--- src/rtl/sram_async_ctrl.sv ---
`default_nettype none
// ============================================================================
//  Module   : sram_async_ctrl
//  Brief    : Asynchronous cellular RAM controller. Converts a valid/ready
//             request port into CE/OE/WE strobe sequences with programmable
//             read/write wait states and bus turnaround, driving the data
//             bus through per-bit o/t pairs (t=1 means high-Z).
//  Revision : 1.0 - initial release
// ============================================================================
module sram_async_ctrl #(
    parameter int ADDR_W  = 19,
    parameter int DATA_W  = 8,
    parameter int RD_WAIT = 7,
    parameter int WR_WAIT = 6,
    parameter int TURN    = 1
) (
    input  logic              sys_clock,
    input  logic              reset,
    input  logic              req_valid,
    output logic              req_ready,
    input  logic              req_we,
    input  logic [ADDR_W-1:0] req_addr,
    input  logic [DATA_W-1:0] req_wdata,
    output logic              rsp_valid,
    output logic              rsp_we,
    output logic [DATA_W-1:0] rsp_rdata,
    output logic [ADDR_W-1:0] ram_addr,
    output logic              ram_ce_n,
    output logic              ram_oe_n,
    output logic              ram_we_n,
    input  logic [DATA_W-1:0] ram_dq_i,
    output logic [DATA_W-1:0] ram_dq_o,
    output logic [DATA_W-1:0] ram_dq_t
);

    // Wait counter sized for the longest programmable phase.
    localparam int c_max_wait = (RD_WAIT > WR_WAIT) ?
                                ((RD_WAIT > TURN) ? RD_WAIT : TURN) :
                                ((WR_WAIT > TURN) ? WR_WAIT : TURN);
    localparam int c_cnt_w = $clog2(c_max_wait + 1);

    localparam logic [c_cnt_w-1:0] c_rd_load   = c_cnt_w'(RD_WAIT - 1);
    localparam logic [c_cnt_w-1:0] c_wr_load   = c_cnt_w'(WR_WAIT - 1);
    localparam logic [c_cnt_w-1:0] c_turn_load = c_cnt_w'((TURN > 0) ? (TURN - 1) : 0);
    localparam logic [c_cnt_w-1:0] c_cnt_one   = c_cnt_w'(1);

    localparam logic [2:0] c_st_idle    = 3'd0;
    localparam logic [2:0] c_st_rd      = 3'd1;
    localparam logic [2:0] c_st_wr      = 3'd2;
    localparam logic [2:0] c_st_wr_hold = 3'd3;
    localparam logic [2:0] c_st_turn    = 3'd4;

    logic [2:0]         r_state;
    logic [c_cnt_w-1:0] r_cnt;
    logic               r_req_ready;
    logic               r_rsp_valid;
    logic               r_rsp_we;
    logic [DATA_W-1:0]  r_rsp_rdata;
    logic [ADDR_W-1:0]  r_ram_addr;
    logic               r_ram_ce_n;
    logic               r_ram_oe_n;
    logic               r_ram_we_n;
    logic [DATA_W-1:0]  r_ram_dq_o;
    logic [DATA_W-1:0]  r_ram_dq_t;

    // Access sequencer: every pin and response output is a register of this FSM.
    always_ff @(posedge sys_clock) begin
        if (reset) begin
            r_state     <= c_st_idle;
            r_cnt       <= '0;
            r_req_ready <= 1'b1;
            r_rsp_valid <= 1'b0;
            r_rsp_we    <= 1'b0;
            r_rsp_rdata <= '0;
            r_ram_addr  <= '0;
            r_ram_ce_n  <= 1'b1;
            r_ram_oe_n  <= 1'b1;
            r_ram_we_n  <= 1'b1;
            r_ram_dq_o  <= '0;
            r_ram_dq_t  <= '1;
        end else begin
            r_rsp_valid <= 1'b0;
            case (r_state)
                c_st_idle: begin
                    if (req_valid && r_req_ready) begin
                        r_req_ready <= 1'b0;
                        r_ram_addr  <= req_addr;
                        r_ram_ce_n  <= 1'b0;
                        if (req_we) begin
                            r_state    <= c_st_wr;
                            r_cnt      <= c_wr_load;
                            r_ram_we_n <= 1'b0;
                            r_ram_dq_o <= req_wdata;
                            r_ram_dq_t <= '0;
                        end else begin
                            r_state    <= c_st_rd;
                            r_cnt      <= c_rd_load;
                            r_ram_oe_n <= 1'b0;
                        end
                    end
                end
                c_st_rd: begin
                    if (r_cnt == '0) begin
                        // Data is sampled at the end of the last OE-low cycle.
                        r_rsp_rdata <= ram_dq_i;
                        r_rsp_valid <= 1'b1;
                        r_rsp_we    <= 1'b0;
                        r_ram_ce_n  <= 1'b1;
                        r_ram_oe_n  <= 1'b1;
                        if (TURN == 0) begin
                            r_state     <= c_st_idle;
                            r_req_ready <= 1'b1;
                        end else begin
                            r_state <= c_st_turn;
                            r_cnt   <= c_turn_load;
                        end
                    end else begin
                        r_cnt <= r_cnt - c_cnt_one;
                    end
                end
                c_st_wr: begin
                    if (r_cnt == '0) begin
                        // Release WE but keep CE and the bus for one hold cycle.
                        r_ram_we_n <= 1'b1;
                        r_state    <= c_st_wr_hold;
                    end else begin
                        r_cnt <= r_cnt - c_cnt_one;
                    end
                end
                c_st_wr_hold: begin
                    r_ram_ce_n  <= 1'b1;
                    r_ram_dq_t  <= '1;
                    r_rsp_valid <= 1'b1;
                    r_rsp_we    <= 1'b1;
                    if (TURN == 0) begin
                        r_state     <= c_st_idle;
                        r_req_ready <= 1'b1;
                    end else begin
                        r_state <= c_st_turn;
                        r_cnt   <= c_turn_load;
                    end
                end
                c_st_turn: begin
                    if (r_cnt == '0) begin
                        r_state     <= c_st_idle;
                        r_req_ready <= 1'b1;
                    end else begin
                        r_cnt <= r_cnt - c_cnt_one;
                    end
                end
                default: begin
                    r_state     <= c_st_idle;
                    r_req_ready <= 1'b1;
                    r_ram_ce_n  <= 1'b1;
                    r_ram_oe_n  <= 1'b1;
                    r_ram_we_n  <= 1'b1;
                    r_ram_dq_t  <= '1;
                end
            endcase
        end
    end

    assign req_ready = r_req_ready;
    assign rsp_valid = r_rsp_valid;
    assign rsp_we    = r_rsp_we;
    assign rsp_rdata = r_rsp_rdata;
    assign ram_addr  = r_ram_addr;
    assign ram_ce_n  = r_ram_ce_n;
    assign ram_oe_n  = r_ram_oe_n;
    assign ram_we_n  = r_ram_we_n;
    assign ram_dq_o  = r_ram_dq_o;
    assign ram_dq_t  = r_ram_dq_t;

endmodule
`default_nettype wire

--- config.mk ---
export PLATFORM = sky130hd
export DESIGN_NAME = sram_async_ctrl
export DESIGN_NICKNAME = d
export VERILOG_FILES = /design/src/rtl/sram_async_ctrl.sv
export SDC_FILE = /design/constraint.sdc
export NUM_CORES = 1
export LEC_CHECK = 0
export ABC_AREA = 1
export BUFFER_PORTS_ARGS = -buffer_cell sky130_fd_sc_hd__buf_2
export CAP_MARGIN = 30
export CORE_UTILIZATION = 38
export CTS_BUF_LIST = sky130_fd_sc_hd__clkbuf_8
export DETAILED_ROUTE_END_ITERATION = 8
export PLACE_DENSITY = 0.68
export SKIP_LAST_GASP = 1
export SLEW_MARGIN = 25
export SYNTH_ARGS = -nofsm -noshare
export SYNTH_HDL_FRONTEND = slang
export SYNTH_SLANG_ARGS = --single-unit
--- constraint.sdc ---
create_clock -name sys_clock -period 1.17 [get_ports sys_clock]
set_input_delay 0.117 -clock sys_clock [delete_from_list [all_inputs] [get_ports sys_clock]]
set_output_delay 0.117 -clock sys_clock [all_outputs]
set_load 0.1 [all_outputs]
# Word level (Yosys, flattened, before mapping)

Index checks and enable logic that the tools add are counted.

Reduce and logical (&&, ||, !) cells: 21
Add/sub/neg operators: 1
Multiplexer cells: 28
Equal/unequal tests: 11
Bitwise gates (word level): 5

Operator list:

| kind                  | count |
|---|---|
| $mux W3               | 7 |
| $mux W8               | 2 |
| $pmux W8 S2           | 1 |
| $pmux W3 S5           | 1 |
| $reduce_and A3 Y1     | 5 |
| $ne A2 B2 Y1 const B  | 7 |
| $pmux W1 S3           | 4 |
| $pmux W3 S4           | 1 |
| $reduce_and A4 Y1     | 3 |
| $reduce_or A3 Y1      | 4 |
| $mux W1               | 8 |
| $eq A3 B2 Y1 const B  | 2 |
| $logic_not A3 Y1      | 2 |
| $reduce_and A2 Y1     | 3 |
| $not A1 Y1            | 5 |
| $mux W2               | 2 |
| $pmux W1 S2           | 2 |
| $reduce_bool A4 Y1    | 1 |
| $eq A3 B1 Y1 const B  | 1 |
| $eq A3 B3 Y1 const B  | 1 |
| $sub A3 B1 Y3 const B | 1 |
| $reduce_bool A2 Y1    | 1 |
| $reduce_or A2 Y1      | 1 |
| $logic_and A1 B1 Y1   | 1 |

Bits in registers: 55
Bits of input ports: 39

# Depth between registers and ports, before layout

Gate-level depths: netlist of the first run.

Word-level depth: 4
Depth in mapped cells: 10
Gate-level depth less buffers: 10

# Worst setup path after synthesis of the first run

OpenSTA, ideal clock, no wires.

Kind: register -> register
Start: register r_req_ready, in the netlist req_ready
End: register r_cnt[1]
Slack: -0.710 ns
Cell stages (with the launch flop): 9
Arrival: 1.810 ns
Path through: dfxtp_1 > nand2_1 > nand3_1 > nand2_1 > inv_1 > nand2_2 > inv_1 > nand2_1 > a21oi_1

Cells in the longest elaborated chain, start to end: 3

Ends and longest elaborated chain:

| what                        | RTL line | RTL |
|---|---|---|
| start: declaration          | 55       | `logic r_req_ready;` |
| start signal: assignment    | 71       | `r_req_ready <= 1'b1;` |
| start signal: assignment    | 86       | `r_req_ready <= 1'b0;` |
| start signal: assignment    | 112      | `r_req_ready <= 1'b1;` |
| $logic_and A1 B1 Y1         | 85       | `if (req_valid && r_req_ready) begin` |
| $ne A2 B2 Y1 (no line)      | n/a      |  |
| $reduce_and A3 Y1 (no line) | n/a      |  |
| end signal: assignment      | 91       | `r_cnt <= c_wr_load;` |
| end signal: assignment      | 97       | `r_cnt <= c_rd_load;` |
| end signal: assignment      | 115      | `r_cnt <= c_turn_load;` |
| end: declaration            | 54       | `logic [c_cnt_w-1:0] r_cnt;` |

Every way passes these cells.
A chain may end at the register's enable or synchronous reset.

# Final worst setup path of the first run

Start: register r_state[1]
End: register r_cnt[0]

Cells in the longest elaborated chain, start to end: 4
Elaborated cells on any way between the ends: 11
Those cells by class: eq/ne (6); mux (1); reduce/logical (4)

Ends and longest elaborated chain:

| what                                                                | RTL line | RTL |
|---|---|---|
| start: declaration                                                  | 53       | `logic [2:0] r_state;` |
| start signal: assignment                                            | 69       | `r_state <= c_st_idle;` |
| start signal: assignment                                            | 90       | `r_state <= c_st_wr;` |
| start signal: assignment                                            | 96       | `r_state <= c_st_rd;` |
| $eq A3 B3 Y1 / $eq A3 B2 Y1 (equally long branches)                 | 83       | `case (r_state)` |
| $reduce_or A2 Y1 (no line)                                          | n/a      |  |
| $ne A2 B2 Y1 (no line) / $reduce_bool A4 Y1 (equally long branches) | n/a      |  |
| $reduce_and A3 Y1 (no line)                                         | n/a      |  |

Several ways; a longest one is shown, not always the timed one.

==> results_dict.tcl, run 1 <==
set metrics [dict create \
    run_status "finished, violations left" \
    violations "setup timing" \
    dp.final_hpwl_mm 3.569 \
    cts_tree "built" \
    worstPathMaxFanout 5 \
    fp.coreArea_sq_um 5107 \
    hold_viol_final 0 \
    yosys.area_share.simple 0.3035 \
    overflow 0 \
    synth-xor-area-share 0.004353 \
    wirelength_mm 5.433 \
    area_growth_pct 68.03 \
    synth_fp_nets 321 \
    nNetsFinal 427 \
    hold_class "in2reg" \
    yosys_warnings 0 \
    die_h_um 74.77 \
    grt_antenna_before_repair 0 \
    finalSetupViolCount 27 \
    synthMuxAreaShare 0 \
    slew_headroom 0.7895 \
    drt_first_pass_iters 4 \
    cts_root_buf "clkbuf_8" \
    clkSlewWorstSetupHoldPaths_ns 0.08 \
    cp-start-kind "register" \
    vias 2134 \
    synthCells 280 \
    wire_per_inst_um 11.89 \
    cts_hold_buf 0 \
    slowest_delay_ns 0.39 \
    die_w_um 74.77 \
    crit_arrival_ns 1.48 \
    cp_slowest_cell "dfxtp_4" \
    io_buffers 87 \
    ys_seq_elements 48 \
    syn_avg_cell_area_sq_um 7.185 \
    clock_skew_ns 0.002673 \
    max_freq_mhz 781.3 \
    cts_buffer_depth 2 \
    grt_max_degree 34 \
    critPathRequiredTime_ns 1.37 \
    yosys.area.top_type "dfxtp_1" \
    synth_compound_area_frac 0.1132 \
    rsz0062_at_grt "yes" \
    synth_fa_ha_area_frac 0.01244 \
    post-route-min-period_ns 1.280 \
    clock_sinks 48 \
    htree_levels 2 \
    synth_area_sq_um 2012 \
    grt_pass1_wl_mm 8.659 \
    final_common_cell "nor2_1" \
    end_kind "register" \
    final_max_slew_viol_count 0 \
    drive_gt1_frac 0.5659 \
    final_antenna_net_count 0 \
    synth_top_family_by_area "simple AND/OR/NAND/NOR gates" \
    synth_cell_type_count 20 \
    drv_cap 0 \
    synth_area_leaders "dfxtp_1 (48%), nor2_1 (15%), o21ai_0 (9.0%)" \
    mostFrequentLayoutCells "nor2_1 (75), buf_4 (47), dfxtp_2 (40)" \
    numCtsBuffers 5 \
    placementRows 26 \
    grt_usage 0.2005 \
    via_per_inst 4.670 \
    drc 0 \
    initial_core_util 0.3939 \
    gp_congestion 0.8609 \
    layout_setup_ws_ns -0.1099 \
    path_class "reg2reg" \
    seq_area_frac_synth 0.4776 \
    clk_latency_ns 0.30 \
    yosysTopAreaCellShare 0.4776 \
    tightest_slew_ns 0.3155 \
    fin_crit_sh 1.094 \
    worstPathCellList "buf_6 > inv_6 > nor2_4 > nand2_2 > nand2_2 > nand2_1 > nand2_2 > nand2_1 > nand2_1 > nor2_1" \
    diodes 0 \
    fin_cells 457 \
    die_area_sq_um 5590 \
    dp.cells 442 \
    drtIter0Drc 74 \
    grt_pass1_vias 2000 \
    ioPinCount 88 \
]
worst max-delay path, delay by kind of cell, from the launching register on:
| kind | cells | cell delay, ns |
|---|---|---|
| buf+inv | 2 | 0.17 |
| flops | 1 | 0.39 |
| simple gates | 8 | 0.61 |
flip-flops by register name, summed over array words and instances (netlist names):
register / flops
rsp_we: 1
ram_addr: 19
r_state: 3
ram_oe_n: 1
ram_ce_n: 1
r_cnt: 3
rsp_rdata: 8
rsp_valid: 1
req_ready: 1
ram_dq_o: 8
ram_we_n: 1
ram_dq_t: 1
logic make-up after synthesis:
logic type | Yosys count
compound gates | 45
xor+xnor | 1
fa+ha+maj | 2
buf+inv | 36
flops | 48
simple gates | 148
cell usage after synthesis (all sizes together):
| library cell | n |
|---|---|
| nor2 | 88 |
| nand4 | 2 |
| dfxtp | 48 |
| nand3 | 10 |
| ha | 2 |
| nand2 | 48 |
| o211ai | 1 |
| buf | 11 |
| clkbuf | 4 |
| xor2 | 1 |
| inv | 21 |
| o21ai | 39 |
| a21oi | 5 |
area by class of cell:
class,count,area [sq um]
Fill cell,419,1727
Multi-Input combinational cell,196,1075
Sequential cell,48,1030
Timing Repair Buffer,114,999.7
Inverter,21,96.34
Tap cell,70,87.58
Clock buffer,6,82.58
Clock inverter,2,10.01
metrics by stage:
stage	hold slack, ns	utilization	setup WS [ns]	instance area [sq um]	setup TNS [ns]
after global routing	0.04097	0.6619	-0.2078	3381	-5.602
after global placement	0.3374	0.5706	-0.08056	2914	-1.431
final	0.02584	0.6619	-0.1099	3381	-1.758
after CTS	0.01281	0.6316	-0.06094	3226	-1.032
after detailed placement	0.3448	0.5706	-0.1350	2914	-2.945
after floorplan	0.1787	-	-0.08444	2088	-1.112
worst paths after layout:
check / from / endpoint / slack, ns / depth (start not counted)
worst max-delay path: r_state[1] / r_cnt[0] / -0.11 / 10
worst min-delay path: req_wdata[6] / ram_dq_o[6] / 0.03 / 3
worst max register to register: r_state[1] / r_cnt[0] / -0.11 / 10
worst min register to register: r_cnt[1] / r_cnt[1] / 0.48 / 2
layer usage:
metal / part of all wire / vias up / GRT usage
met4: 0.016 / 0 / 0.07966
li1: - / 1084 / -
met5: 0 / - / 0
met2: 0.51 / 62 / 0.3443
met1: 0.44 / 979 / 0.2479
met3: 0.037 / 9 / 0.03748
what timing repair did:
item	in CTS	in global routing
setup buffers	4	3
gates resized for setup	73	40
pin swaps	21	17
setup endpoints to repair	74	53
gates cloned	0	0
Power of run 1 is not shown: default switching activity piles up to over one toggle a cycle in this logic, so the estimate is an artifact.
==> inputs of run 2 (changes only) <==
==> constraint.sdc (replaced) <==
create_clock -name sys_clock -period 1.17 [get_ports sys_clock]
set_input_delay 0.1755 -clock sys_clock [delete_from_list [all_inputs] [get_ports sys_clock]]
set_output_delay 0.1755 -clock sys_clock [all_outputs]
set_load 0.1 [all_outputs]
==> results_dict.tcl, run 2 (synthesis gave the netlist of run 1 again) <==
set metrics [dict create \
    run_status "finished, violations left" \
    violations "setup timing" \
    htree_levels 2 \
    dp.final_hpwl_mm 3.863 \
    dpl_worst_slack_ns -0.1178 \
    drt_first_pass_iters 4 \
    drv_cap 0 \
    end_kind "register" \
    wire_per_inst_um 12.90 \
    grt_antenna_before_repair 0 \
    drive_gt1_frac 0.5609 \
    largest_register_ffs 19 \
    diodes 0 \
    fin_area_sq_um 3867 \
    path_class "reg2reg" \
    die_w_um 74.77 \
    hold_viol_final 0 \
    final_antenna_net_count 0 \
    cts_tree "built" \
    clk_latency_ns 0.30 \
    crit_arrival_ns 1.53 \
    post-route-min-period_ns 1.294 \
    area_growth_pct 92.23 \
    grt_pass1_vias 2157 \
    gp_congestion 0.8575 \
    io_buffers 87 \
    final_max_slew_viol_count 0 \
    critPathRequiredTime_ns 1.41 \
    grt_usage 0.2287 \
    layout_setup_ws_ns -0.1239 \
    vias 2192 \
    fin_crit_sh 1.106 \
    ioPinCount 88 \
    clkSlewWorstSetupHoldPaths_ns 0.08 \
    rsz0062_at_grt "yes" \
    tightest_slew_ns 0.2916 \
    nNetsFinal 434 \
    wirelength_mm 5.986 \
    clock_sinks 48 \
    fp.coreArea_sq_um 5107 \
    cp-start-kind "register" \
    grt_max_degree 41 \
    worstPathMaxFanout 4 \
    mostFrequentLayoutCells "nor2_1 (74), buf_12 (53), dfxtp_2 (40)" \
    placed_cell_area_sq_um 3402 \
    drtIter0Drc 158 \
    final_common_cell "nor2_1" \
    cts_root_buf "clkbuf_8" \
    clock_skew_ns 0.004828 \
    cts_buffer_depth 2 \
    hold_class "in2reg" \
    numCtsBuffers 5 \
    die_h_um 74.77 \
    finalSetupViolCount 39 \
    max_freq_mhz 772.8 \
    overflow 0 \
    die_area_sq_um 5590 \
    via_per_inst 4.724 \
    grt_pass1_wl_mm 9.687 \
    slew_headroom 0.8054 \
    cts_hold_buf 0 \
    placementRows 26 \
    drc 0 \
    initial_core_util 0.3939 \
]
run 2: through the flow:
stage / cells / setup TNS [ns] / utilization / hold slack, ns
finish: 464 / -2.337 / 0.7572 / 0.07381
CTS: 459 / -0.9653 / 0.7298 / 0.08739
floorplan: 280 / -1.112 / - / 0.2372
global placement: 441 / -1.423 / 0.6661 / 0.3977
global route: 464 / -6.137 / 0.7572 / 0.08142
detailed placement: 441 / -2.854 / 0.6661 / 0.4036
run 2: routing by layer:
| layer | routed length, um | GRT usage |
|---|---|---|
| met1 | 2431 | 0.2535 |
| met2 | 3145 | 0.4104 |
| met3 | 346 | 0.06560 |
| met4 | 63 | 0.09224 |
| met5 | 0 | 0 |
run 2: critical path, cell delays in order, from the launching register on:
cell and delay [ns]:
dfxtp_4 0.37, buf_4 0.14, nor2_4 0.14, buf_12 0.12
nand3_4 0.10, nand2_2 0.11, nor2_4 0.04, nand2_1 0.06
nand2_1 0.06, nor2_1 0.10
run 2: worst paths after layout:
check | start | end | slack (ns) | depth (start not counted)
hold / removal | ram_dq_i[5] | rsp_rdata[5] | 0.07 | 3
setup / recovery | r_state[1] | r_state[1] | -0.12 | 9
hold reg to reg | r_cnt[1] | r_cnt[1] | 0.47 | 2
setup reg to reg | r_state[1] | r_state[1] | -0.12 | 9
run 2: final cells by class:
class | count | area (sq um)
Timing Repair Buffer | 121 | 1531
Fill cell | 361 | 1240
Multi-Input combinational cell | 196 | 1040
Sequential cell | 48 | 1026
Inverter | 21 | 88.84
Tap cell | 70 | 87.58
Clock buffer | 6 | 82.58
Clock inverter | 2 | 11.26
run 2: repair_timing:
item	in CTS	in global routing
gates cloned	0	1
setup endpoints to repair	56	56
resized for setup	47	30
pin swaps	23	15
setup buffers	10	4
Power of run 2 is left out for the same reason.
==> inputs of run 3 (changes only) <==
Settings changed: PLACE_DENSITY 0.68 to 0.65, SETUP_SLACK_MARGIN set to 0.2.
Clock period 1.17 ns to 1.5 ns, I/O delays scaled along.
==> results_dict.tcl, run 3 (synthesis gave the netlist of run 1 again) <==
set metrics [dict create \
    run_status "finished, final reports clean" \
    overflow 0 \
    hold_viol_final 0 \
    post-route-min-period_ns 1.323 \
    hp-start "req_wdata[1]" \
    drive_gt1_frac 0.4171 \
    clk_latency_ns 0.30 \
    rr_worst_depth 8 \
    wirelength_mm 5.066 \
    clock_sinks 48 \
    area_growth_pct 45.46 \
    drtIter0Drc 111 \
    cp_num_buf_inv 2 \
    max_freq_mhz 755.9 \
    slowest_delay_ns 0.38 \
    reg2reg_setup_slack_ns 0.18 \
    fin_crit_sh 0.8820 \
    cts_tree "built" \
    critical_path.most_common_cell "nor2_4" \
    grt_antenna_before_repair 0 \
    worstPathCellList "nor2_4 > nand2_4 > nor2_4 > inv_2 > nor2_4 > buf_6 > o21ai_0 > nor2_1" \
    critPathRequiredTime_ns 1.75 \
    grt_usage 0.1923 \
    fin_tns_setup_ns 0 \
    nNetsFinal 414 \
    drv_cap 0 \
    ioPinCount 88 \
    critPathTopFamily "simple AND/OR/NAND/NOR gates" \
    vias 2066 \
    mostFrequentLayoutCells "nor2_1 (74), dfxtp_1 (42), buf_2 (38)" \
    end_kind "register" \
    placementRows 26 \
    io_buffers 87 \
    gp_congestion 0.8361 \
    crit_arrival_ns 1.57 \
    dp.cells 428 \
    fin_cells 444 \
    grt_max_degree 36 \
    cts_root_buf "clkbuf_8" \
    final_common_cell "nor2_1" \
    rsz0062_at_grt "yes" \
    clock_skew_ns 0.007167 \
    initial_core_util 0.3939 \
    largest_register_ffs 19 \
    cts_buffer_depth 2 \
    wire_per_inst_um 11.41 \
    whs_endpoint "ram_dq_o[1]" \
    grt_pass1_vias 1921 \
    grt_pass1_wl_mm 8.204 \
    dp.final_hpwl_mm 3.468 \
    htree_levels 2 \
    slew_headroom 0.7829 \
    clkSlewWorstSetupHoldPaths_ns 0.09 \
    final.fill_count 492 \
    fp.coreArea_sq_um 5107 \
    via_per_inst 4.653 \
    whs_ns 0.1346 \
    r2r-end "ram_dq_o[3]" \
    die_w_um 74.77 \
    die_h_um 74.77 \
    drc 0 \
    diodes 0 \
    path_class "reg2reg" \
    min_path_cells 3 \
    tightest_slew_ns 0.3257 \
    worstPathMaxFanout 6 \
    r2r_start "r_state[1]" \
    drt_first_pass_iters 4 \
    final_antenna_net_count 0 \
    cp-start-kind "register" \
    die_area_sq_um 5590 \
    final_core_util 0.5730 \
    hold_class "in2reg" \
    cp_slowest_cell "dfxtp_4" \
    finalSetupViolCount 0 \
    numCtsBuffers 5 \
    final_max_slew_viol_count 0 \
]
run 3: cell count changes in the layout (fill, tap and decap cells not counted), moves of 5 or more:
cell / before / now
dfxtp_2: 40 / 2
o21ai_0: 28 / 33
buf_12: 53 / 0
clkbuf_4: 0 / 22
dfxtp_1: 4 / 42
buf_4: 21 / 37
run 3: repair_timing:
| item | CTS | global route |
|---|---|---|
| hold endpoints to repair | 0 | 0 |
| resized for setup | 25 | 84 |
| hold buffers | 0 | 0 |
| buffers inserted | 4 | 4 |
| endpoints found under the setup margin | 60 | 75 |
| pin swaps | 3 | 13 |
run 3: stage by stage:
step	area, sq um	setup slack (ns)
floorplan	2023	0.2025
global placement	2491	0.1081
detailed placement	2491	0.06883
CTS	2683	0.1481
global route	2927	0.1075
finish	2927	0.1770
run 3: tightest hold or removal path, stage by stage:
cell and delay, ns:
buf_2 0.08, nor2_1 0.03, nor2_1 0.07
run 3: worst max-delay path by stage:
stage	to	startpoint	slack, ns	cells after the start
2_1_floorplan	r_cnt[1]	r_cnt[0]	0.20	9
3_3_place_gp	r_cnt[1]	r_cnt[0]	0.11	9
3_5_place_dp	r_cnt[1]	r_cnt[0]	0.07	9
4_1_cts	ram_dq_t[0]	ram_dq_t[6]	0.15	1
5_1_grt	ram_dq_o[0]	r_state[1]	0.11	8
6_report	ram_dq_o[3]	r_state[1]	0.18	8
run 3: layout make-up:
cell class,count,area [sq um],area share
Multi-Input combinational cell,196,1005,0.3433
Sequential cell,48,978.4,0.3343
Timing Repair Buffer,101,678.2,0.2317
Tap cell,70,87.58,0.02993
Clock buffer,6,82.58,0.02822
Inverter,21,81.33,0.02779
Clock inverter,2,13.76,0.004703
run 3: metal layers:
| layer | vias up | wire, um | global-route usage | part of all wire |
|---|---|---|---|---|
| met5 | - | 0 | 0 | 0 |
| met4 | 0 | 115 | 0.07547 | 0.023 |
| met3 | 10 | 214 | 0.06024 | 0.042 |
| met2 | 65 | 2439 | 0.3153 | 0.48 |
| met1 | 931 | 2297 | 0.2355 | 0.45 |
| li1 | 1060 | - | - | - |
Power of run 3 is left out for the same reason.
